### config.mk
export PLATFORM = sky130hd
export DESIGN_NAME = fetch_align
export DESIGN_NICKNAME = d
export VERILOG_FILES = /design/src/rtl/fetch_align_pkg.sv /design/src/rtl/fetch_align_halfword_scan.sv /design/src/rtl/fetch_align.sv
export SDC_FILE = /design/constraint.sdc
export NUM_CORES = 1
export LEC_CHECK = 0
export ABC_AREA = 1
export CAP_MARGIN = 10
export CELL_PAD_IN_SITES_DETAIL_PLACEMENT = 1
export CELL_PAD_IN_SITES_GLOBAL_PLACEMENT = 2
export CORE_MARGIN = 2
export CORE_UTILIZATION = 27
export DETAILED_ROUTE_END_ITERATION = 16
export HOLD_SLACK_MARGIN = 0.02
export PLACE_DENSITY = 0.86
export SLEW_MARGIN = 5
export SYNTH_ARGS = -nofsm -noshare
export SYNTH_HDL_FRONTEND = slang
export SYNTH_SLANG_ARGS = --single-unit
### constraint.sdc
create_clock -name i_clk -period 9.3 [get_ports i_clk]
set_input_delay 2.79 -clock i_clk [delete_from_list [all_inputs] [get_ports i_clk]]
set_output_delay 2.79 -clock i_clk [all_outputs]
set_load 0.02 [all_outputs]
### src/rtl/fetch_align_pkg.sv
// Shared constants, state encoding and the compressed-encoding test for the fetch aligner.
package fetch_align_pkg;

    localparam int WORD = 32;
    localparam int HALF = 16;
    localparam logic [1:0] OPC_FULL = 2'b11;

    typedef enum logic {
        EMPTY = 1'b0,
        HOLD  = 1'b1
    } state_e;

    function automatic logic is_compressed(input logic [1:0] opc);
        return opc != OPC_FULL;
    endfunction

endpackage

### src/rtl/fetch_align_halfword_scan.sv
// Ripple scan of a fetch packet for instruction starts under RV compressed encoding.
module fetch_align_halfword_scan
    import fetch_align_pkg::*;
#(
    parameter int WIDTH  = 4,
    parameter int DWIDTH = 2 * WIDTH,
    parameter int BITS   = WORD * WIDTH,
    parameter int CNT_W  = $clog2(DWIDTH + 1)
) (
    input  logic [0:BITS-1]   packet_i,
    input  logic              origin_i,
    output logic [0:DWIDTH-1] start_o,
    output logic              straddle_o,
    output logic [CNT_W-1:0]  count_o
);

    always_comb begin
        int nxt;
        int cnt;
        nxt        = origin_i ? 1 : 0;
        cnt        = 0;
        start_o    = '0;
        straddle_o = 1'b0;
        for (int j = 0; j < DWIDTH; j++) begin
            if (j == nxt) begin
                start_o[j] = 1'b1;
                if (is_compressed(packet_i[j*HALF+HALF-2 +: 2])) begin
                    nxt = j + 1;
                    cnt = cnt + 1;
                end else if (j == DWIDTH - 1) begin
                    // upper half lives in the next packet
                    straddle_o = 1'b1;
                end else begin
                    nxt = j + 2;
                    cnt = cnt + 1;
                end
            end
        end
        count_o = CNT_W'(cnt);
    end

endmodule

### src/rtl/fetch_align.sv
// Fetch-packet to decoder-bundle aligner with cross-packet stitching of 32-bit instructions.
module fetch_align
    import fetch_align_pkg::*;
#(
    parameter int WIDTH  = 4,
    parameter int BITS   = WORD * WIDTH,
    parameter int DWIDTH = 2 * WIDTH
) (
    input  logic                  i_clk,
    input  logic                  i_rst,
    input  logic                  i_flush,
    input  logic                  i_pkt_valid,
    output logic                  o_pkt_ready,
    input  logic [0:BITS-1]       i_packet,
    input  logic [31:0]           i_pc,
    output logic [0:WIDTH-1]      o_insn_valid,
    output logic [0:WIDTH*WORD-1] o_insn,
    output logic [0:WIDTH*32-1]   o_insn_pc,
    output logic [0:WIDTH-1]      o_insn_compressed,
    input  logic                  i_dec_ready
);

    localparam int CNT_W     = $clog2(DWIDTH + 1);
    localparam int CUR_W     = $clog2(DWIDTH + 2);
    localparam int PKT_BYTES = BITS / 8;

    state_e               state_q, state_d;
    logic [0:BITS-1]      pkt_q, pkt_d;
    logic [31:0]          pc_q, pc_d;
    logic [CUR_W-1:0]     cursor_q, cursor_d;
    logic                 stitch_q, stitch_d;
    logic                 carry_v_q, carry_v_d;
    logic [HALF-1:0]      carry_hw_q, carry_hw_d;
    logic [31:0]          carry_next_pc_q, carry_next_pc_d;

    logic [0:DWIDTH-1]    start;
    logic                 straddle;
    logic [CNT_W-1:0]     scan_count;
    logic [0:DWIDTH-1]    comp;
    logic [0:DWIDTH]      cmask;
    logic [CUR_W-1:0]     total;
    logic                 last_beat;
    logic                 beat_v;
    logic [0:WIDTH-1]     lane_v;
    logic [CUR_W-1:0]     lane_pos [WIDTH];
    logic [0:BITS+HALF-1] pkt_pad;

    fetch_align_halfword_scan #(
        .WIDTH  (WIDTH),
        .DWIDTH (DWIDTH),
        .BITS   (BITS),
        .CNT_W  (CNT_W)
    ) u_scan (
        .packet_i   (pkt_q),
        .origin_i   (stitch_q),
        .start_o    (start),
        .straddle_o (straddle),
        .count_o    (scan_count)
    );

    assign pkt_pad = {pkt_q, {HALF{1'b0}}};

    // Position 0 is the stitched carry instruction, position j+1 is halfword j.
    always_comb begin
        comp     = '0;
        cmask    = '0;
        cmask[0] = stitch_q;
        for (int j = 0; j < DWIDTH; j++) begin
            comp[j]      = is_compressed(pkt_q[j*HALF+HALF-2 +: 2]);
            cmask[j + 1] = start[j];
        end
        cmask[DWIDTH] = start[DWIDTH-1] & ~straddle;
    end

    assign total     = CUR_W'(scan_count) + CUR_W'(stitch_q);
    assign last_beat = (total - cursor_q) <= CUR_W'(WIDTH);
    assign beat_v    = (state_q == HOLD) && !i_rst;
    assign o_pkt_ready = !i_rst && !i_flush &&
                         ((state_q == EMPTY) || (last_beat && i_dec_ready));

    // cursor counts consumed instructions; lane L takes the instruction of rank cursor+L.
    always_comb begin
        int r;
        r      = 0;
        lane_v = '0;
        for (int l = 0; l < WIDTH; l++) lane_pos[l] = '0;
        for (int p = 0; p <= DWIDTH; p++) begin
            if (cmask[p]) begin
                for (int l = 0; l < WIDTH; l++) begin
                    if (r == int'(cursor_q) + l) begin
                        lane_v[l]   = 1'b1;
                        lane_pos[l] = CUR_W'(p);
                    end
                end
                r = r + 1;
            end
        end
    end

    always_comb begin
        int j;
        j                 = 0;
        o_insn_valid      = '0;
        o_insn            = '0;
        o_insn_pc         = '0;
        o_insn_compressed = '0;
        for (int l = 0; l < WIDTH; l++) begin
            if (beat_v && lane_v[l]) begin
                o_insn_valid[l] = 1'b1;
                if (lane_pos[l] == '0) begin
                    o_insn[l*WORD +: WORD] = {carry_hw_q, pkt_q[0 +: HALF]};
                    o_insn_pc[l*32 +: 32]  = pc_q - 32'd2;
                end else begin
                    j = int'(lane_pos[l]) - 1;
                    o_insn_compressed[l]   = comp[j];
                    o_insn[l*WORD +: WORD] = comp[j] ? {pkt_pad[j*HALF +: HALF], {HALF{1'b0}}}
                                                     : pkt_pad[j*HALF +: WORD];
                    o_insn_pc[l*32 +: 32]  = pc_q + 32'(2 * j);
                end
            end
        end
    end

    always_comb begin
        logic            cv;
        logic [HALF-1:0] chw;
        logic [31:0]     cnpc;
        state_d  = state_q;
        pkt_d    = pkt_q;
        pc_d     = pc_q;
        cursor_d = cursor_q;
        stitch_d = stitch_q;
        cv       = carry_v_q;
        chw      = carry_hw_q;
        cnpc     = carry_next_pc_q;
        if (state_q == HOLD && i_dec_ready) begin
            if (last_beat) begin
                state_d = EMPTY;
                cv      = straddle;
                chw     = pkt_q[(DWIDTH-1)*HALF +: HALF];
                cnpc    = pc_q + 32'(PKT_BYTES);
            end else begin
                cursor_d = cursor_q + CUR_W'(WIDTH);
            end
        end
        carry_v_d       = cv;
        carry_hw_d      = chw;
        carry_next_pc_d = cnpc;
        // A packet accepted on the last beat must see the carry that beat produces.
        if (i_pkt_valid && o_pkt_ready) begin
            state_d   = HOLD;
            pkt_d     = i_packet;
            pc_d      = i_pc;
            cursor_d  = '0;
            stitch_d  = cv && (i_pc == cnpc);
            carry_v_d = 1'b0;
        end
        if (i_flush) begin
            state_d   = EMPTY;
            cursor_d  = '0;
            stitch_d  = 1'b0;
            carry_v_d = 1'b0;
        end
    end

    always_ff @(posedge i_clk) begin
        if (i_rst) begin
            state_q   <= EMPTY;
            cursor_q  <= '0;
            stitch_q  <= 1'b0;
            carry_v_q <= 1'b0;
        end else begin
            state_q   <= state_d;
            cursor_q  <= cursor_d;
            stitch_q  <= stitch_d;
            carry_v_q <= carry_v_d;
        end
    end

    always_ff @(posedge i_clk) begin
        pkt_q           <= pkt_d;
        pc_q            <= pc_d;
        carry_hw_q      <= carry_hw_d;
        carry_next_pc_q <= carry_next_pc_d;
    end

endmodule
== After elaboration in Yosys (flattened, before gate mapping) ==
Index checks and enable logic that the tools add are counted.
W data, S select, Z words.

* Flip-flop bits (word level): 215
* Input bits: 165
* Output and inout port bits: 265
* Logic and storage cells: 314

* Add/subtract/negate cells: 30
* $lt $le $gt $ge: 5
* Equality and inequality tests: 48
* Shift operators: 4
* Multiplexer cells: 177
* Bitwise operators: 12
* Reduce and logical (&&, ||, !) cells: 30

{| class="wikitable"
|+ Operator list
! operator !! count
|-
| $mux W32 || 32
|-
| $eq A32 B32 Y1 || 22
|-
| $shiftx A144 B32 Y145 || 4
|-
| $eq A32 B5 Y1 || 8
|-
| $not A32 Y32 || 8
|-
| $add A32 B2 Y32 const B || 7
|-
| $mux W4 || 45
|-
| $mux W16 || 11
|-
| $logic_not A32 Y1 || 5
|-
| $add A32 B32 Y32 || 4
|-
| $eq A4 B32 Y1 const A || 4
|-
| $ge A32 B4 Y1 const B || 4
|-
| $eq A32 B6 Y1 || 3
|-
| $mux W1 || 80
|-
| $eq A3 B32 Y1 const A || 2
|-
| $add A32 B5 Y32 const B || 1
|-
| $eq A2 B32 Y1 const A || 1
|-
| $sub A32 B2 Y32 const B || 1
|-
| $add A4 B2 Y4 const B || 5
|-
| $sub A4 B1 Y5 const B || 4
|-
| $logic_not A4 Y1 || 4
|-
| $ne A2 B2 Y1 const B || 8
|-
| $mux W13 || 1
|-
| $bmux W1 S3 || 4
|-
| other kinds (19) || 38
|}

== Longest topological paths before layout ==
* Word-level depth: 28
* Mapped depth: 52
* Depth with buffers taken out: 48

== Modules after synthesis ==
From an unflattened synthesis, not the netlist that was laid out.

* Cells, all modules: 4842
* Area total of the unflattened synthesis: 29967.5 sq um

{| class="wikitable"
|+ By module, submodules not included
! module !! instances !! cells an instance !! area an instance (sq um) !! sequential area each (sq um)
|-
| fetch_align || 1 || 4735 || 29358.2 || 6025.8
|-
| fetch_align_halfword_scan || 1 || 107 || 609.3 || 0.0
|}

== Least setup slack after synthesis ==
OpenSTA, ideal clock, no wires.

* Kind: register to output
* From: register pkt_q[15] in the netlist's numbering
* To: output port o_insn_pc[67] in the netlist's numbering
* Data arrival time: 7.465 ns
* Data required time: 6.510 ns
* Path slack: -0.955 ns
* Stages on the path, launching flop included: 47
* Path buffers: 7
* Cell sequence: edfxtp_1 > nand3_4 > nand2_4 > ha_1 > inv_1 > nand2_1 > nand2_4 > nand2_2 > and2_1 > inv_1 > ha_1 > nand2_1 > nand2_2 > inv_1 > ha_1 > nand2_1 > nand2_1 > nor2_1 > (+11 left out) > buf_1 > ha_1 > a21oi_1 > o21bai_1 > nand2_1 > nand2_1 > a21boi_0 > o21ai_0 > a21boi_0 > o21ai_0 > nand2_1 > nand2_1 > a21oi_1 > o21ai_0 > nand2_1 > nand2_1 > xor2_1 > a21oi_1

* Cells in the longest elaborated chain, start to end: 24
* Elaborated cells between the ends (all ways): 75
* Classes of those cells: add/sub (7); eq/ne (14); mux (50); bitwise (2); reduce/logical (2)

{| class="wikitable"
|+ RTL lines
! item !! RTL line !! source
|-
| from (decl) || fetch_align.sv:28 || <nowiki>logic [0:BITS-1] pkt_q, pkt_d;</nowiki>
|-
| from (signal assigned) || fetch_align.sv:181 || <nowiki>pkt_q <= pkt_d;</nowiki>
|-
| $ne A2 B2 Y1 * || fetch_align_pkg.sv:14 || <nowiki>return opc != OPC_FULL;</nowiki>
|-
| $mux W2 * || fetch_align_halfword_scan.sv:27 || <nowiki>if (is_compressed(packet_i[j*HALF+HALF-2 +: 2])) begin</nowiki>
|-
| $mux W32 * || fetch_align_halfword_scan.sv:25 || <nowiki>if (j == nxt) begin</nowiki>
|-
| branches (longest 20 deep; another with $add A32 B2 Y32) || -- ||
|-
| $mux W32 * || fetch_align.sv:108 || <nowiki>if (beat_v && lane_v[l]) begin</nowiki>
|-
| to (decl) || fetch_align.sv:18 || <nowiki>output logic [0:WIDTH*32-1] o_insn_pc,</nowiki>
|}

Mark *: on every way between the ends.

== Worst setup path after layout ==
* From: register pkt_q[14] in the netlist's numbering
* To: output port o_insn_pc[115] in the netlist's numbering

Same word-level chain as after synthesis.

==> results.ini <==
[worst_setup_path]
critical_path_class=reg -> out
cp_slowest_cell=clkdlybuf4s50_1
worst_path_arrival_ps=6300
critical_path_peak_fanout=4
start_kind=register
worstSetupEndpointType=primary output
critical_path.max_stage_delay_ps=690
worst_ep_required_time_ps=6510

[timing]
final_critical_path_setup_slack_ps=206.0
fin_worst_skew_ps=34.46
finalMaxSlewViolations=0
layout_min_cycle_time_ps=9094
setup_viol=0
setup_repair_after_global_routing_missed_its_margin=yes
worst_pin_slew_ps=996.0
finalHoldViolCount=0
relSlewSlack_pct=33.60
totalNegativeSetupSlack_ps=0
fmax_mhz=110.0
post-route-period-util_pct=97.78
whs_ps=471.9

[route]
initialDrtViolationCount=3988
via_count=38490
routed_wire_length_per_instance_um=27.00
drt_pre_antenna_iters=5
drt-total-wl_mm=181.6
route.antenna.remaining_nets=0
detail_route.drc_violations=0
avgViaCountPerCell=5.720

[layout]
finish.net_count=5547
flow.area_growth_from_synthesis_pct=29.17
final_layout_size_suffix_gt1_share_pct=14.42

[clock_tree]
clock-sinks=213
clock_insertion_delay_worst_skew_ps=650
clock_path_buffers=3
hold_buffers=0
cts_inserted_buffers=30
tritoncts=done
cts.clk_slew.worst_paths_ps=60
htree_levels=1
root_buffer_cell=clkbuf_16

[placement]
port_buffers=429
hpwl_mm=135.6
place.gp.congestion=0.9950
dpl_worst_slack_ps=-332.3

[power]
leakage_nw=16.76
worst_ir_drop_vdd_mv=0.1770
power.density_cell_area_nw_per_um2=139.9

[synth]
mappedNetlistArea_sq_um=29850
synth-edff-count=176
yosys_warnings=0
synthesis.nets=5183
share_of_synthesized_registers_carrying_an_async_set_or_reset_pct=0
seq_area_frac_synth_pct=20.19
syn_inst=4860
post_synth.cell_area_avg_sq_um=6.142
number_of_synthesized_register_bits=213
ys_types=64
dominant_register_cell_in_the_synthesized_netlist=edfxtp_1

[floorplanning]
num_rows=121
boundaryPins=430
die_height_um=336.5
die_area_sq_um=113200
core_area_sq_um=109300
floorplan.initialDensity_pct=27.31
fp.dieW_um=336.5

[grt]
gr-max-usage-layer=met2
global_route_wire_length_before_repair_mm=258.6
globalRouteOverflowTotal=0
antenna_found_initial=13
groute.layer.met3.usage_pct=4.130
grt_max_degree=107
use_met2_pct=48.16
met1_usage_pct=41.08
first_global_vias=37180
global_route.usage.total_pct=30.66

[run]
max_cap_viol_count=0

[min_path]
hold_class=reg -> reg

[outcome]
outcome=finished, final reports clean

==> per-layer routing <==
metal  share of wire (%)  vias to the layer above
met2                  44                     1828
met4                 6.2                        6
met3                 8.1                      449
li1                    -                    17380
met5               0.019                        -
met1                  42                    18830
==> synthesized netlist by cell type (3+ instances only) <==
library cell / n / share of area [%]
o21ai_0: 601 / 10
buf_6: 17 / 0.64
inv_1: 355 / 4.5
a21oi_2: 12 / 0.35
edfxtp_1: 176 / 18
o211ai_1: 65 / 1.6
nand2_2: 26 / 0.54
nand2_4: 18 / 0.68
o21ai_1: 76 / 1.3
fa_1: 4 / 0.27
a21boi_0: 11 / 0.28
nor2_1: 155 / 1.9
o211a_1: 7 / 0.23
xor2_1: 110 / 3.2
xnor2_1: 48 / 1.4
buf_4: 27 / 0.68
o21a_1: 15 / 0.38
clkbuf_1: 174 / 2.2
o21ai_2: 3 / 0.088
nand4_1: 55 / 1.2
nor3_1: 57 / 0.96
inv_2: 24 / 0.30
a21o_1: 4 / 0.10
o31ai_1: 5 / 0.13
nand3b_1: 19 / 0.48
a31oi_1: 23 / 0.48
clkbuf_2: 3 / 0.050
o311ai_0: 6 / 0.18
a211oi_1: 11 / 0.28
or2_2: 5 / 0.10
buf_1: 24 / 0.30
clkinv_1: 7 / 0.088
nand2_1: 1211 / 15
nand3_2: 10 / 0.34
buf_2: 125 / 2.1
o21bai_1: 9 / 0.23
nor4_1: 9 / 0.19
nand4_4: 4 / 0.29
a21oi_1: 450 / 7.5
nand3_1: 672 / 11
a311oi_1: 4 / 0.12
dfxtp_1: 37 / 2.5
ha_1: 154 / 6.5
o221ai_1: 5 / 0.15
==> what timing repair did <==
action	4_1_cts	5_1_grt
setup buffers	19	35
endpoints found under the hold margin	0	0
gates cloned	0	2
setup endpoints to repair	147	170
pin swaps	33	100
gates resized for setup	289	230
==> through the flow <==
stage          power (mW)  area (sq um)  std cells  utilization, %
6_report            5.395         38560       6728           35.28
2_1_floorplan       2.919         29990       4860               -
3_5_place_dp        3.913         36020       6614           32.95
3_3_place_gp        3.859         36020       6614           32.95
4_1_cts             5.231         37470       6689           34.28
5_1_grt             5.669         38550       6725           35.27
==> cells in the final DEF (no fill, tap or decap), types with 33 or more instances in the layout <==
master           count
ha_1               126
edfxtp_1           176
buf_4              300
o21ai_1             83
nand2_1           1176
nand3_1            666
nor2_1             149
nor3_1              52
clkdlybuf4s50_1    293
a21oi_1            405
o211ai_1            65
inv_2               33
dfxtp_1             37
xnor2_1             42
xor2_1             105
nand4_1             55
o21ai_0            567
inv_1              339
nand2_2             53
a21oi_2             46
==> cells by family after synthesis <==
kind of cell	after synthesis	share of synthesized area [%]
AO/OA/AOI/OAI	1313	23.71
XOR/XNOR	158	4.636
adder cells (fa/ha/maj)	158	6.723
buffers and inverters	760	10.96
flip-flops	213	20.19
multiplexers	1	0.03353
AND/OR/NAND/NOR	2257	33.75
==> registers in the layout, indices dropped and copies added, names as in the netlist <==
signal	flops
carry_next_pc_q	32
carry_v_q	1
carry_hw_q	16
pkt_q	128
cursor_q	2
pc_q	32
state_q	1
stitch_q	1
==> critical path: cells and delay by family (launching register included) <==
family	cells	cell delay [ps]
fa+ha+maj	5	1170
flops	1	430
simple gates	17	1500
buf+inv	8	1220
compound gates	6	1220
xor+xnor	1	120
==> layout make-up <==
class,count,area [sq um]
tap,1476,1847
antenna,4,10.01
sequential,213,6026
inverter,388,1489
fill,14030,70750
timing repair buffer,704,6431
clock inverter,23,241.5
clock buffer,33,762.0
multi-input combinational,3887,21750
==> where the power goes <==
part	switching [mW]	leakage [nW]	internal (mW)
clock network	0.546	0.480	0.683
registers	0.0900	1.91	1.10
logic	1.99	14.4	0.977
==> worst paths after layout <==
| kind | cells after the start | to | slack, ps | startpoint |
|---|---|---|---|---|
| max | 37 | o_insn_pc[115] | 210 | pkt_q[14]$_DFFE_PP_ |
| min | 2 | carry_next_pc_q[15]$_DFF_P_ | 470 | carry_next_pc_q[15]$_DFF_P_ |
| max reg2reg | 49 | stitch_q$_SDFFE_PP0P_ | 1980 | pkt_q[31]$_DFFE_PP_ |
| min reg2reg | 2 | carry_next_pc_q[15]$_DFF_P_ | 470 | carry_next_pc_q[15]$_DFF_P_ |
Power figures use the tool's default switching activity.
